[src/rtl/imem_uart_loader_if.sv]
`default_nettype none
// ============================================================================
//  Module  : imem_uart_loader_if
//  Purpose : Bundles the UART byte stream, the core fetch address and the
//            instruction-memory write/status signals of the boot loader.
//  Rev     : 1.0  initial release
// ============================================================================
interface imem_uart_loader_if #(
    parameter int ADDR_W = 10
);
    logic              rx_valid;
    logic [7:0]        rx_data;
    logic [31:0]       cpu_addr;
    logic [31:0]       imem_addr;
    logic              mem_we;
    logic [31:0]       mem_wdata;
    logic              cpu_hold;
    logic              load_done;
    logic              load_err;
    logic [ADDR_W:0]   words_loaded;

    // Loader side: consumes bytes and the fetch PC, drives the memory port.
    modport master (
        input  rx_valid, rx_data, cpu_addr,
        output imem_addr, mem_we, mem_wdata, cpu_hold,
               load_done, load_err, words_loaded
    );

    // Environment side: UART, core and instruction memory.
    modport slave (
        output rx_valid, rx_data, cpu_addr,
        input  imem_addr, mem_we, mem_wdata, cpu_hold,
               load_done, load_err, words_loaded
    );
endinterface
`default_nettype wire

[src/rtl/imem_uart_loader.sv]
`default_nettype none
// ============================================================================
//  Module  : imem_uart_loader
//  Purpose : UART boot loader. Parses SYNC/LEN_LO/LEN_HI framed images, packs
//            bytes little-endian into words, writes the instruction memory,
//            muxes its address with the core PC and stalls the core meanwhile.
//  Rev     : 1.0  initial release
// ============================================================================
module imem_uart_loader #(
    parameter int         DEPTH          = 1024,
    parameter int         ADDR_W         = 10,
    parameter logic [7:0] SYNC_BYTE      = 8'hA5,
    parameter int         TIMEOUT_CYCLES = 100000,
    parameter bit         HOLD_AT_RESET  = 1'b1
) (
    input  logic                clk,
    input  logic                rst_n,
    imem_uart_loader_if.master  bus
);

    localparam int                c_IDLE_W    = $clog2(TIMEOUT_CYCLES + 1);
    localparam logic [c_IDLE_W-1:0] c_IDLE_LAST = c_IDLE_W'(TIMEOUT_CYCLES - 1);

    typedef enum logic [2:0] {
        ST_WAIT_SYNC = 3'd0,
        ST_LEN_LO    = 3'd1,
        ST_LEN_HI    = 3'd2,
        ST_DATA      = 3'd3,
        ST_DONE      = 3'd4,
        ST_ERROR     = 3'd5
    } state_t;

    state_t              r_state;
    state_t              w_next;
    logic                r_hold;
    logic                w_hold_next;
    logic [7:0]          r_len_lo;
    logic [15:0]         r_len;
    logic [1:0]          r_lane;
    logic [23:0]         r_asm;
    logic                r_we;
    logic [31:0]         r_wdata;
    logic [ADDR_W:0]     r_words;
    logic [c_IDLE_W-1:0] r_idle;

    logic                w_idle_state;
    logic                w_in_frame;
    logic                w_sync;
    logic                w_timeout;
    logic [15:0]         w_len;
    logic [ADDR_W:0]     w_words_inc;
    logic                w_last_write;
    logic                w_data_take;

    assign w_idle_state = (r_state == ST_WAIT_SYNC) || (r_state == ST_DONE) ||
                          (r_state == ST_ERROR);
    assign w_in_frame   = (r_state == ST_LEN_LO) || (r_state == ST_LEN_HI) ||
                          (r_state == ST_DATA);
    assign w_sync       = bus.rx_valid && (bus.rx_data == SYNC_BYTE);
    // A byte arriving in the expiry cycle beats the timeout.
    assign w_timeout    = w_in_frame && !bus.rx_valid && (r_idle == c_IDLE_LAST);
    assign w_len        = {bus.rx_data, r_len_lo};
    assign w_words_inc  = r_words + 1'b1;
    // The pulse currently on mem_we is the frame's final word.
    assign w_last_write = r_we && (32'(w_words_inc) == 32'(r_len));
    // Bytes after the final lane-3 byte are not part of the payload.
    assign w_data_take  = (r_state == ST_DATA) && bus.rx_valid && !w_last_write;

    // State register.
    always_ff @(posedge clk or negedge rst_n) begin
        if (!rst_n) begin
            r_state <= ST_WAIT_SYNC;
        end else begin
            r_state <= w_next;
        end
    end

    // Next-state and core-hold decode.
    always_comb begin
        w_next      = r_state;
        w_hold_next = r_hold;
        case (r_state)
            ST_WAIT_SYNC, ST_DONE, ST_ERROR: begin
                if (w_sync) begin
                    w_next      = ST_LEN_LO;
                    w_hold_next = 1'b1;
                end
            end
            ST_LEN_LO: begin
                if (bus.rx_valid) begin
                    w_next = ST_LEN_HI;
                end else if (w_timeout) begin
                    w_next      = ST_ERROR;
                    w_hold_next = 1'b1;
                end
            end
            ST_LEN_HI: begin
                if (bus.rx_valid) begin
                    if (32'(w_len) > DEPTH) begin
                        w_next      = ST_ERROR;
                        w_hold_next = 1'b1;
                    end else if (w_len == 16'd0) begin
                        w_next      = ST_DONE;
                        w_hold_next = 1'b0;
                    end else begin
                        w_next = ST_DATA;
                    end
                end else if (w_timeout) begin
                    w_next      = ST_ERROR;
                    w_hold_next = 1'b1;
                end
            end
            ST_DATA: begin
                if (w_last_write) begin
                    w_next      = ST_DONE;
                    w_hold_next = 1'b0;
                end else if (w_timeout) begin
                    w_next      = ST_ERROR;
                    w_hold_next = 1'b1;
                end
            end
            default: begin
                w_next = ST_WAIT_SYNC;
            end
        endcase
    end

    // Length capture, byte packing, write pulse, word and idle counters.
    always_ff @(posedge clk or negedge rst_n) begin
        if (!rst_n) begin
            r_hold   <= HOLD_AT_RESET;
            r_len_lo <= '0;
            r_len    <= '0;
            r_lane   <= '0;
            r_asm    <= '0;
            r_we     <= 1'b0;
            r_wdata  <= '0;
            r_words  <= '0;
            r_idle   <= '0;
        end else begin
            r_we   <= 1'b0;
            r_hold <= w_hold_next;
            r_idle <= (w_in_frame && !bus.rx_valid) ? r_idle + 1'b1 : '0;

            if ((r_state == ST_LEN_LO) && bus.rx_valid) begin
                r_len_lo <= bus.rx_data;
            end
            if ((r_state == ST_LEN_HI) && bus.rx_valid) begin
                r_len <= w_len;
            end

            if (w_idle_state && w_sync) begin
                r_words <= '0;
                r_lane  <= '0;
            end else begin
                if (r_we) begin
                    r_words <= w_words_inc;
                end
                if (w_data_take) begin
                    case (r_lane)
                        2'd0:    r_asm[7:0]   <= bus.rx_data;
                        2'd1:    r_asm[15:8]  <= bus.rx_data;
                        2'd2:    r_asm[23:16] <= bus.rx_data;
                        default: begin
                            r_we    <= 1'b1;
                            r_wdata <= {bus.rx_data, r_asm};
                        end
                    endcase
                    r_lane <= r_lane + 1'b1;
                end
            end
        end
    end

    assign bus.imem_addr    = w_in_frame
                              ? {{(32-ADDR_W-2){1'b0}}, r_words[ADDR_W-1:0], 2'b00}
                              : bus.cpu_addr;
    assign bus.mem_we       = r_we;
    assign bus.mem_wdata    = r_wdata;
    assign bus.cpu_hold     = r_hold;
    assign bus.load_done    = (r_state == ST_DONE);
    assign bus.load_err     = (r_state == ST_ERROR);
    assign bus.words_loaded = r_words;

endmodule
`default_nettype wire

[src/flat_wrapper.sv]
// flat-port wrapper written by rule: the top's interface ports become plain ports
module imem_uart_loader_flat 
#(
    parameter int         DEPTH          = 1024,
    parameter int         ADDR_W         = 10,
    parameter logic [7:0] SYNC_BYTE      = 8'hA5,
    parameter int         TIMEOUT_CYCLES = 100000,
    parameter bit         HOLD_AT_RESET  = 1'b1
)
  (clk, rst_n, bus_rx_valid, bus_rx_data, bus_cpu_addr, bus_imem_addr, bus_mem_we, bus_mem_wdata, bus_cpu_hold, bus_load_done, bus_load_err, bus_words_loaded);
  imem_uart_loader_if #(.ADDR_W(ADDR_W)) bus_i ();
  input  logic clk;
  input  logic rst_n;
  input wire logic [$bits(bus_i.rx_valid)-1:0] bus_rx_valid;
  input wire logic [$bits(bus_i.rx_data)-1:0] bus_rx_data;
  input wire logic [$bits(bus_i.cpu_addr)-1:0] bus_cpu_addr;
  output wire logic [$bits(bus_i.imem_addr)-1:0] bus_imem_addr;
  output wire logic [$bits(bus_i.mem_we)-1:0] bus_mem_we;
  output wire logic [$bits(bus_i.mem_wdata)-1:0] bus_mem_wdata;
  output wire logic [$bits(bus_i.cpu_hold)-1:0] bus_cpu_hold;
  output wire logic [$bits(bus_i.load_done)-1:0] bus_load_done;
  output wire logic [$bits(bus_i.load_err)-1:0] bus_load_err;
  output wire logic [$bits(bus_i.words_loaded)-1:0] bus_words_loaded;
  assign bus_i.rx_valid = bus_rx_valid;
  assign bus_i.rx_data = bus_rx_data;
  assign bus_i.cpu_addr = bus_cpu_addr;
  assign bus_imem_addr = bus_i.imem_addr;
  assign bus_mem_we = bus_i.mem_we;
  assign bus_mem_wdata = bus_i.mem_wdata;
  assign bus_cpu_hold = bus_i.cpu_hold;
  assign bus_load_done = bus_i.load_done;
  assign bus_load_err = bus_i.load_err;
  assign bus_words_loaded = bus_i.words_loaded;
  imem_uart_loader #(.DEPTH(DEPTH), .ADDR_W(ADDR_W), .SYNC_BYTE(SYNC_BYTE), .TIMEOUT_CYCLES(TIMEOUT_CYCLES), .HOLD_AT_RESET(HOLD_AT_RESET)) u_core (.clk(clk), .rst_n(rst_n), .bus(bus_i));
endmodule
[config.mk]
export PLATFORM = sky130hd
export DESIGN_NAME = imem_uart_loader_flat
export DESIGN_NICKNAME = d
export VERILOG_FILES = /design/src/rtl/imem_uart_loader_if.sv /design/src/rtl/imem_uart_loader.sv /design/src/flat_wrapper.sv
export SDC_FILE = /design/constraint.sdc
export NUM_CORES = 1
export LEC_CHECK = 0
export BUFFER_PORTS_ARGS = -buffer_cell sky130_fd_sc_hd__buf_2
export CAP_MARGIN = 10
export CORE_MARGIN = 2
export CORE_UTILIZATION = 45
export CTS_CLUSTER_DIAMETER = 40
export DETAILED_ROUTE_END_ITERATION = 8
export PLACE_DENSITY = 0.66
export SYNTH_ARGS = -nofsm -noshare
export SYNTH_HDL_FRONTEND = slang
export SYNTH_SLANG_ARGS = --single-unit
[constraint.sdc]
create_clock -name clk -period 3.7 [get_ports clk]
set_clock_uncertainty 0.05 [all_clocks]
set_input_delay 0 -clock clk [delete_from_list [all_inputs] [get_ports clk]]
set_output_delay 0 -clock clk [all_outputs]
set_load 0.005 [all_outputs]
Yosys cells after proc, flatten, opt, wreduce, memory -nomap -nowiden

Cells that the tools add are included.

Register bits after elaboration: 115
Bits of input ports: 43
Logic and storage cells: 84

Add/sub/neg operators: 3
$lt $le $gt $ge: 1
Eq/ne operators: 13
Muxes and demuxes: 25
Bitwise operators: 2
Reductions and logical operators: 28

Operators by type and width:

| cell                                                   | number |
|---|---|
| two-way mux 32 bit                                     | 1 |
| two-way mux 11 bit                                     | 2 |
| two-way mux 3 bit                                      | 7 |
| adder 17 x 1 -> 17 bit (second input constant)         | 1 |
| equality test 17 bit (second input constant)           | 1 |
| two-way mux 17 bit                                     | 1 |
| equality test 11 x 16 -> 1 bit                         | 1 |
| > comparator 16 x 11 -> 1 bit (second input constant)  | 1 |
| logical NOT 16 bit                                     | 1 |
| case mux 3 bit (4 select lines)                        | 1 |
| AND reduction 3 bit                                    | 4 |
| adder 11 x 1 -> 11 bit (second input constant)         | 1 |
| two-way mux 1 bit                                      | 10 |
| logical AND 1 bit                                      | 9 |
| equality test 8 bit (second input constant)            | 1 |
| equality test 3 x 2 -> 1 bit (second input constant)   | 2 |
| equality test 3 bit (second input constant)            | 2 |
| OR reduction 3 bit                                     | 2 |
| logical OR 1 bit                                       | 4 |
| two-way mux 2 bit                                      | 2 |
| inequality test 4 x 2 -> 1 bit (second input constant) | 1 |
| case mux 1 bit (4 select lines)                        | 1 |
| AND reduction 4 bit                                    | 1 |
| nonzero test 2 bit                                     | 2 |
| 11 further kinds                                       | 13 |

Logic depth before layout (Yosys ltp)

Depth after elaboration: 8
Gate-level depth with buffers: 8

Worst setup path before layout

OpenSTA, ideal clock, no wires.

Kind: register to register
Start point: reg u_core.r_words[6] (netlist: u_core.bus.words_loaded[6])
End point: reg u_core.r_wdata[10] (netlist: u_core.bus.mem_wdata[10])
Data arrival time: 2.425 ns
Required time: 3.523 ns
Slack: 1.098 ns
Cell stages (with the launch flop): 9
Clock period less this slack: 2.602 ns
Cells stage by stage: dfrtp_1 > buf_2 > nand4_2 > or3_1 > a2111oi_2 > o221ai_2 > o211ai_4 > buf_6 > mux2_1

Cells in the longest elaborated chain, start to end: 6

RTL lines:

| what                           | RTL line                | RTL |
|---|---|---|
| start, declared                | imem_uart_loader.sv:43  | `logic [ADDR_W:0] r_words;` |
| start signal, assigned         | imem_uart_loader.sv:157 | `r_words <= w_words_inc;` |
| adder 11 x 1 -> 11 bit         | imem_uart_loader.sv:63  | `assign w_words_inc = r_words + 1'b1;` |
| equality test 11 x 16 -> 1 bit | imem_uart_loader.sv:65  | `assign w_last_write = r_we && (32'(w_words_inc) == 32'(r_len));` |
| logical AND 1 bit              | imem_uart_loader.sv:65  |  |
| logical NOT 1 bit              | imem_uart_loader.sv:67  | `assign w_data_take = (r_state == ST_DATA) && bus.rx_valid && !w_last_write;` |
| logical AND 1 bit              | imem_uart_loader.sv:67  |  |
| AND reduction 3 bit (no line)  | --                      |  |
| end signal, assigned           | imem_uart_loader.sv:166 | `r_wdata <= {bus.rx_data, r_asm};` |
| end, declared                  | imem_uart_loader.sv:42  | `logic [31:0] r_wdata;` |

Every way passes these cells.
A chain may end at the register's enable or synchronous reset.

Worst setup path after layout

Start point: reg u_core.r_words[2] (netlist: u_core.bus.words_loaded[2])
End point: reg u_core.r_wdata[0] (netlist: u_core.bus.mem_wdata[0])

The elaborated chain is that of the path after synthesis.

==> impl_results.md <==
* Mean Syn Cell Area at 11.4 um2
* Placer congestion estimate at 0.853
* Synthesized net count at 531
* Crit. End Element: flop
* CTS buffer count at 17
* Hold Crit Class: primary input to asynchronous set/reset pin
* Drt first-iter violations at 170
* Fmax at 0.316 GHz
* Root Buffer: clkbuf_16
* Worst setup SP type: flop
* Register area share after synthesis at 52.2%
* Area growth syn-to-layout at 24.7%
* Final hold vios at 0
* Slowest CP cell: dfrtp_1
* Seq cells post-synth at 115
* Period Utilization, post-route at 85.5%
* Max-Cap Viols at 0
* Crit-path leading delay family: compound AO/OA/AOI/OAI gates
* Clock Latency Late Sink at 0.41 ns
* H-Tree Depth at 4
* Status: finished, final reports clean
* Routed WL per cell at 15.7 um
* Hpwl dp at 8.37 mm
* Die area at 13200 um2
* Synth top area cells: dfrtp_1 (52%), mux2_2 (11%), mux2_1 (5.9%)
* PD cells at 559 nW/um2
* Post-synth ARST share at 100%
* Buf/Inv on CP at 1
* Total Nets Final at 663
* YS warnings at 0
* Global-route wire length before repair at 19.8 mm
* Unrepaired setup endpoints after global routing: no
* N_diodes at 0
* Chip width at 115 um
* Initial DRT Pass Iterations at 5
* Kind of critical path: flop to flop
* Vias in the first global route at 3957
* Setup TNS at 0 ns
* Crit path largest cell delay at 0.58 ns
* Post_cts resized at 0
* Gr ovfl total at 0
* Part of the power in registers at 41.0%
* Final ANT Viol Nets at 0
* # DRC at 0
* Pre-CTS WS at 0.580 ns
* Slew Limit Fails at 0
* Cell variety after synth at 52
* CTS max path bufs at 2
* Comb power frac at 20.2%
* Filler Cell Count at 1037
* Net Sw Frac at 27.7%
* Min Tclk post-route at 3.17 ns
* Worst Tran Pin Value at 1.11 ns
* Top-count cell post-synth: dfrtp_1
* P_int at 2.78 mW
* CTS tree: yes
* Share of cells above drive strength 1 at 35.4%
* Ports at 122
* Clk pin slew, worst setup/hold paths at 0.05 ns
* Endpoints failing setup at 0
* Die H at 115 um
* Clk pwr share at 38.8%
* Net Switching at 1.06 mW
* Synth top cells by count: dfrtp_1 (114), mux2_2 (52), nand2_1 (45)
* GR Util All Layers at 19.2%
* FP Rows at 40
* Synth top area share at 51.7%
* Post-synth EDFFs at 0
* Worst vdd ir at 0.359 mV
* Final wirelength at 12.1 mm
* Pleak at 3.43 nW
* Top FF cell, synth: dfrtp_1
* Max-slew headroom at 25.2%
* Final worst setup slack at 0.535 ns
* Gate Count Post-Synth at 482
* WP data arrival at 3.40 ns
* Clock sink count at 115
* Initial core utilization at 45.9%
* Total number of vias at 4088
* Worst-path cell chain: nand3_1, or3_1, a2111oi_2, o221ai_2, o211ai_4, buf_4, mux2_2
* Initial antenna violation count at 0
* Synth area leader: dfrtp_1
* Critical Path RT at 3.93 ns
* Placeable core area at 12000 um2
* Vias per cell at 5.30
* Worst Path Max Fanout at 33
* Post-Syn Area at 5520 um2
* Largest net degree at the start of global routing at 49
* # port buffers at 121
worst reg2reg max path, stage by stage, from the launching register on:
cell	delay (ns)
dfrtp_1	0.58
nand3_1	0.26
or3_1	0.44
a2111oi_2	0.39
o221ai_2	0.28
o211ai_4	0.23
buf_4	0.42
mux2_2	0.39
power by group through the flow:
stage          clock network, mW  logic [mW]  registers, mW
2_1_floorplan                  0       0.550           1.53
3_3_place_gp                   0       0.766           1.58
3_5_place_dp                   0       0.777           1.59
4_1_cts                     1.52       0.788           1.57
5_1_grt                     1.57       0.872           1.60
6_report                    1.49       0.776           1.58
through the flow:
step	instance area, um2	power (mW)	hold slack [ns]	utilization, %	cells
4_1_cts	6880	3.88	0.0160	57.3	771
3_5_place_dp	6250	2.37	-0.0723	52.1	734
5_1_grt	6880	4.05	0.0418	57.3	771
6_report	6880	3.84	0.0357	57.3	771
3_3_place_gp	6250	2.35	-0.0786	52.1	734
2_1_floorplan	5520	2.08	-0.346	-	482
layer usage:
layer / part of all wire (%) / global-route usage (%)
met3: 3.1 / 4.45
met2: 50 / 31.2
met4: 0.82 / 6.02
met1: 46 / 25.8
met5: 0 / 0
cells in the final DEF, fill, tap and decap left out, types with 3 or more instances in the layout:
cell,synthesis,layout
buf_2,3,120
a31oi_1,3,3
o22ai_1,3,3
dfrtp_1,114,114
buf_4,0,7
ha_1,6,6
clkbuf_8,0,4
nor3_1,11,10
inv_1,8,8
nand2_1,45,45
a21oi_1,8,8
mux2_2,52,52
nand3_1,13,13
nor2_1,34,34
o211ai_2,4,4
dlygate4sd3_1,0,8
or3_1,7,7
nor4_1,6,6
clkinv_2,0,5
and2_1,24,24
xnor2_1,14,14
mux2_1,29,29
nand4_1,8,8
xor2_1,19,19
clkbuf_16,0,17
and3_1,8,8
o21ai_0,11,11
registers in the layout, summed over array words and instances, names as in the netlist:
name,flops
u_core.r_lane,2
u_core.r_len,16
u_core.bus.mem_we,1
u_core.r_asm,24
u_core.r_state,3
u_core.bus.mem_wdata,32
u_core.r_len_lo,8
u_core.r_idle,17
u_core.bus.cpu_hold,1
u_core.bus.words_loaded,11
area by class of cell:
cell class	instances	area, um2	share of cell area [%]
clock buffers	23	488	7.10
clock inverters	6	55.1	0.801
inverters	9	33.8	0.491
multi-input cells	336	2500	36.4
flip-flops and latches	115	2880	41.9
well taps	147	184	2.67
repair buffers	135	733	10.7
kinds of logic (layout without fill, tap and decap cells):
family	after synthesis	count (layout)	synth area share, %
compound gates	39	39	5.33
xor+xnor	33	33	5.24
fa+ha+maj	6	6	1.36
buf+inv	31	173	2.59
flops	115	115	52.2
mux	83	83	16.9
simple gates	175	175	16.4
worst paths after layout:
kind,start,end,slack (ns),cells after the start
hold / removal,rst_n,u_core.bus.mem_wdata[11],0.04,2
setup reg to reg,u_core.bus.words_loaded[2],u_core.bus.mem_wdata[0],0.53,7
hold reg to reg,u_core.r_asm[12],u_core.bus.mem_wdata[12],0.43,1
min in group clk,bus_rx_data[2],u_core.bus.mem_wdata[26],0.04,2
max in group asynchronous,rst_n,u_core.bus.words_loaded[9],2.58,3
setup / recovery,u_core.bus.words_loaded[2],u_core.bus.mem_wdata[0],0.53,7
repair_timing:
action,CTS,global route
buffers inserted,0,0
hold endpoints to repair,76,0
hold buffers,8,0
(Power assumes the default switching activity.)
